**config.mk**
```make
export PLATFORM = sky130hd
export DESIGN_NAME = uart_command_serializer
export DESIGN_NICKNAME = d
export VERILOG_FILES = /design/src/rtl/uart_command_serializer.sv
export SDC_FILE = /design/constraint.sdc
export NUM_CORES = 2
export LEC_CHECK = 0
export CAP_MARGIN = 20
export CORE_AREA = 2 2 405 407
export DETAILED_ROUTE_END_ITERATION = 6
export DIE_AREA = 0 0 407 409
export PLACE_DENSITY = 0.54
export SLEW_MARGIN = 25
export SYNTH_ARGS = -nofsm -noshare
export SYNTH_HDL_FRONTEND = slang
export SYNTH_SLANG_ARGS = --single-unit
```
**constraint.sdc**
```tcl
create_clock -name clk -period 4.7 [get_ports clk]
set_clock_uncertainty 0.05 [all_clocks]
set_input_delay 0.94 -clock clk [delete_from_list [all_inputs] [get_ports clk]]
set_output_delay 0.94 -clock clk [all_outputs]
set_load 0.01 [all_outputs]
```
**src/rtl/uart_command_serializer.sv**
```systemverilog
// Streams a captured command buffer byte-by-byte over a valid/ready link and
// appends the side-specific terminator; flags completion with done, aborts with error.
module uart_command_serializer #(
  parameter int          MAX_BYTES  = 128,
  parameter logic [7:0]  BLE_TERM   = 8'h0D,
  parameter logic [7:0]  HOST_TERM0 = 8'hBE,
  parameter logic [7:0]  HOST_TERM1 = 8'hEF,
  parameter int          TX_TIMEOUT = 2000
) (
  input  logic                   clk,
  input  logic                   reset_n,
  input  logic                   soft_reset,
  input  logic [8*MAX_BYTES-1:0] cmd_data,
  input  logic [7:0]             cmd_size,
  input  logic                   ble_side,
  input  logic                   cmd_valid,
  output logic                   cmd_ready,
  output logic [7:0]             tx_data,
  output logic                   tx_valid,
  input  logic                   tx_ready,
  output logic                   busy,
  output logic                   done,
  output logic                   error
);

  localparam int TW = (TX_TIMEOUT > 1) ? $clog2(TX_TIMEOUT) : 1;

  typedef enum logic [1:0] {
    IDLE  = 2'd0,
    BODY  = 2'd1,
    TERM0 = 2'd2,
    TERM1 = 2'd3
  } state_t;

  state_t                 state;
  logic [7:0]             idx;
  logic [7:0]             size_q;
  logic                   side_q;
  logic [8*MAX_BYTES-1:0] buf_q;
  logic [TW-1:0]          tmo_cnt;

  logic       accept;
  logic       xfer;
  logic       stall;
  logic       tmo_hit;
  logic       size_ok;
  logic       last_body;
  logic [7:0] body_byte;

  assign cmd_ready = (state == IDLE);
  assign tx_valid  = (state != IDLE);
  assign busy      = (state != IDLE);
  assign accept    = cmd_valid & cmd_ready & ~soft_reset;
  assign xfer      = tx_valid & tx_ready;
  assign stall     = tx_valid & ~tx_ready;
  assign size_ok   = (cmd_size != 8'd0) && (int'(cmd_size) <= MAX_BYTES);
  assign last_body = (idx == size_q - 8'd1);
  // The stalled cycle that completes the TX_TIMEOUT-th stall triggers the abort.
  assign tmo_hit   = (TX_TIMEOUT != 0) && stall && (tmo_cnt == TW'(TX_TIMEOUT - 1));

  always_comb begin
    body_byte = '0;
    for (int unsigned k = 0; k < MAX_BYTES; k++) begin
      if (idx == 8'(k)) body_byte = buf_q[8*k +: 8];
    end
  end

  always_comb begin
    tx_data = '0;
    case (state)
      BODY:    tx_data = body_byte;
      TERM0:   tx_data = side_q ? BLE_TERM : HOST_TERM0;
      TERM1:   tx_data = HOST_TERM1;
      default: tx_data = '0;
    endcase
  end

  always_ff @(posedge clk or negedge reset_n) begin
    if (!reset_n) begin
      state   <= IDLE;
      idx     <= '0;
      size_q  <= '0;
      side_q  <= 1'b0;
      buf_q   <= '0;
      tmo_cnt <= '0;
      done    <= 1'b0;
      error   <= 1'b0;
    end else begin
      done  <= 1'b0;
      error <= 1'b0;
      if (soft_reset) begin
        state   <= IDLE;
        idx     <= '0;
        tmo_cnt <= '0;
      end else if (state == IDLE) begin
        tmo_cnt <= '0;
        if (accept) begin
          buf_q  <= cmd_data;
          size_q <= cmd_size;
          side_q <= ble_side;
          idx    <= '0;
          if (size_ok) state <= BODY;
          else         error <= 1'b1;
        end
      end else if (tmo_hit) begin
        state   <= IDLE;
        idx     <= '0;
        tmo_cnt <= '0;
        error   <= 1'b1;
      end else begin
        if (xfer || TX_TIMEOUT == 0) tmo_cnt <= '0;
        else                         tmo_cnt <= tmo_cnt + 1'b1;
        if (xfer) begin
          case (state)
            BODY: begin
              if (last_body) begin
                state <= TERM0;
                idx   <= '0;
              end else begin
                idx <= idx + 8'd1;
              end
            end
            TERM0: begin
              if (side_q) begin
                state <= IDLE;
                done  <= 1'b1;
              end else begin
                state <= TERM1;
              end
            end
            TERM1: begin
              state <= IDLE;
              done  <= 1'b1;
            end
            default: state <= IDLE;
          endcase
        end
      end
    end
  end

endmodule

```
==> results.toml <==
[run_status]
outcome = "finished, violations left"
violations = "setup timing"

[cts]
hold_buffers = 0
clkSinkCount = 1056
cts-root-buf = "clkbuf_16"
h-tree-depth = 4
clk_pin_slew_ns = 0.06
tritoncts = "done"
clk_latency_ns = 0.79
clockBufferDepth = 3
cts_buffers = 130

[timing]
post-route-period-util = 1.164
final_hold_viol_count = 0
layout_min_cycle_time_ns = 5.470
whs_ns = 0.2077
setup_viol = 8
fmax_ghz = 0.1828
fin_setup_tns_ns = -4.898
slew_headroom = 0.2650
rsz0062_at_grt = "yes"
tightest_slew_ns = 1.102
slew_violations = 0
layout_setup_ws_ns = -0.7704

[worst_setup_path]
cpMostUsedCell = "buf_4"
crit_chain = "inv_2, ha_4, buf_6, buf_4, or2_2, buf_4, a21oi_1, o221ai_2, a211oi_2, o211ai_1, buf_4, a211oi_4, o41ai_2, buf_12"
cp-endpoint = "tx_data[1]"
crit_slowest_cell = "or2_2"
required_ns = 3.71
cp.depth = 14
reg2reg_from = "state[0]"
path_max_fanout = 6
crit_start = "idx[1]"
endpoint_kind = "output port"
worstPathArrival_ns = 4.48
cp_top_family = "compound AO/OA/AOI/OAI gates"
cp_num_buf_inv = 6
r2r_setup_slack_ns = 1.36
crit_type = "reg -> out"
r2r_end = "idx[3]"
worstRegToRegCells = 11
worstSetupStartpointType = "register"
slowest_delay_ns = 0.43

[grt]
grt_pass1_vias = 51580
overflow = 0
grt_pass1_wl_um = 454800
antenna_found_initial = 57
grt_max_degree = 130
track_usage = 0.4035

[placement]
place_congestion = 1.042
io_buffers = 1050
dp.cells = 8440
hpwlAfterDp_um = 280100
post_dp_cell_area_um2 = 73430
pre_cts_ws_ns = -1.128

[floorplanning]
core_region_area_um2 = 162000
die_h_um = 409
initial_core_util = 0.3293
rows = 148
fp.dieArea_um2 = 166500
die_w_um = 407
pin_count = 1051

[route]
routed_wl_um = 344300
post_drt_wl_per_cell_um = 39.19
via_per_inst = 6.038
drt_iter0_drc = 7179
post-route-drc-count = 0
drt-pass1-iter-count = 7
ant_nets = 0
vias = 53050

[flow_run]
drv_cap = 0

[power]
peakVddDrop_mv = 0.4805
p_leak_uw = 0.03264
power_density_nw_per_um2 = 545.4

[finish]
areaGrowthSynthToFinish_pct = 51.40
layout_commonest_cell = "dfrtp_1"
design_area_um2 = 80780
most-common-layout-cells = "dfrtp_1, clkdlybuf4s50_1, mux2_2"
num-nets-final = 7526
final_cells = 8786
drive_above_1_share = 0.3998

[logic_synthesis]
yosys-top-cells-area = "dfrtp_1, mux2_2, a21oi_1, o21ai_0, nand2_1"
synth_cell_types = 108
yosysSeqAreaShare = 0.4953
synth.avg_cell_area_um2 = 11.48
synth_top_area_frac = 0.4953
synth_area_leader_cell = "dfrtp_1"
ys_ff_latch = 1056
syn_nets = 5696
synth_edf_count = 0
synth_cells = 4648
syn-cell-area_um2 = 53350
yosys_warnings = 0
async_reset_ff_frac = 1.000
synth_flop_cell = "dfrtp_1"

[min_path]
hold_class = "in -> async"
## kinds of logic (layout without fill, tap and decap cells)
kind of cell	after synthesis	after routing	share of synthesized area
AOI/OAI and AO/OA	1231	1231	0.1594
xor gates and xnor gates	20	20	0.003283
adders and majority gates	10	10	0.002345
buffers and inverters	445	2373	0.03895
DFF	1056	1056	0.4953
muxes	1014	1014	0.2140
other	0	35	0
and+or+nand+nor	872	872	0.08679
## synthesized netlist by cell type, types with 16 or more instances
| cell type | number |
|---|---|
| nand3b_1 | 26 |
| a21oi_1 | 248 |
| o211ai_1 | 49 |
| o21a_1 | 16 |
| o22ai_1 | 85 |
| dfrtp_1 | 1056 |
| nor2_1 | 191 |
| nor3_1 | 67 |
| inv_1 | 34 |
| nand3_1 | 74 |
| nor2b_1 | 42 |
| o31ai_1 | 34 |
| a221oi_1 | 72 |
| a221o_1 | 37 |
| nor4_1 | 20 |
| a31oi_1 | 60 |
| o21ai_0 | 234 |
| buf_1 | 21 |
| nand2_1 | 235 |
| clkbuf_1 | 189 |
| buf_2 | 160 |
| buf_4 | 22 |
| mux2_2 | 1013 |
| or3_1 | 16 |
| o221ai_1 | 60 |
| and3_1 | 27 |
| a22oi_1 | 47 |
| nand2b_1 | 28 |
| a211oi_1 | 49 |
| nand4_1 | 23 |
## worst register-to-register path: cells and delay by family (launching register included)
kind | cells | cell delay (ns)
AO/OA/AOI/OAI | 2 | 0.47
AND/OR/NAND/NOR | 5 | 1.30
flip-flops | 1 | 0.39
adder cells (fa/ha/maj) | 1 | 0.41
buffers and inverters | 3 | 0.59
## routing by layer
metal  up-vias  track usage  part of all wire  wire length (um)
met5         -            0           0.00047               163
met4        20       0.2267             0.065             22470
met3       716       0.1034              0.10             35680
met2      3606       0.5614              0.41            142000
met1     27380       0.5648              0.42            144000
li1      21330            -                 -                 -
## worst min-delay path by stage
stage / start / endpoint / depth (start not counted) / slack, ns
4_1_cts: reset_n / buf_q[231] / 1 / 0.24
2_1_floorplan: tmo_cnt[0] / tmo_cnt[0] / 1 / 0.37
3_3_place_gp: tmo_cnt[0] / tmo_cnt[0] / 1 / 0.39
3_5_place_dp: tmo_cnt[0] / tmo_cnt[0] / 1 / 0.41
5_1_grt: reset_n / buf_q[238] / 1 / 0.23
6_report: reset_n / buf_q[238] / 1 / 0.21
## power by group
group / switching (uW) / internal (uW) / total, uW
Combinational: 6520 / 7630 / 14200
Clock: 4290 / 6180 / 10500
Sequential: 5790 / 13600 / 19400
## sequential cells by signal, indices dropped and copies added (netlist names)
name / flops
buf_q: 1024
tmo_cnt: 11
idx: 8
size_q: 8
state: 2
done: 1
error: 1
side_q: 1
## metrics by stage
step           power (uW)    util
2_1_floorplan       22790       -
3_3_place_gp        31880  0.4531
3_5_place_dp        32050  0.4532
4_1_cts             43340  0.4932
5_1_grt             45180  0.4984
6_report            44060  0.4985
## cell type report
cell class	count	area, um^2
Sequential cell	1056	26430
Antenna cell	35	87.58
Tap cell	2175	2721
Fill cell	14880	81250
Inverter	38	143.9
Timing Repair Buffer	2105	20150
Clock buffer	192	3911
Multi-Input combinational cell	3147	26840
Clock inverter	38	481.7
## timing repair
| action | in CTS | in global routing |
|---|---|---|
| pin swaps | 89 | 85 |
| endpoints found under the setup margin | 8 | 8 |
| buffers inserted | 77 | 17 |
| resized for setup | 329 | 154 |
| gates cloned | 4 | 0 |
Power figures use the tool's default switching activity.
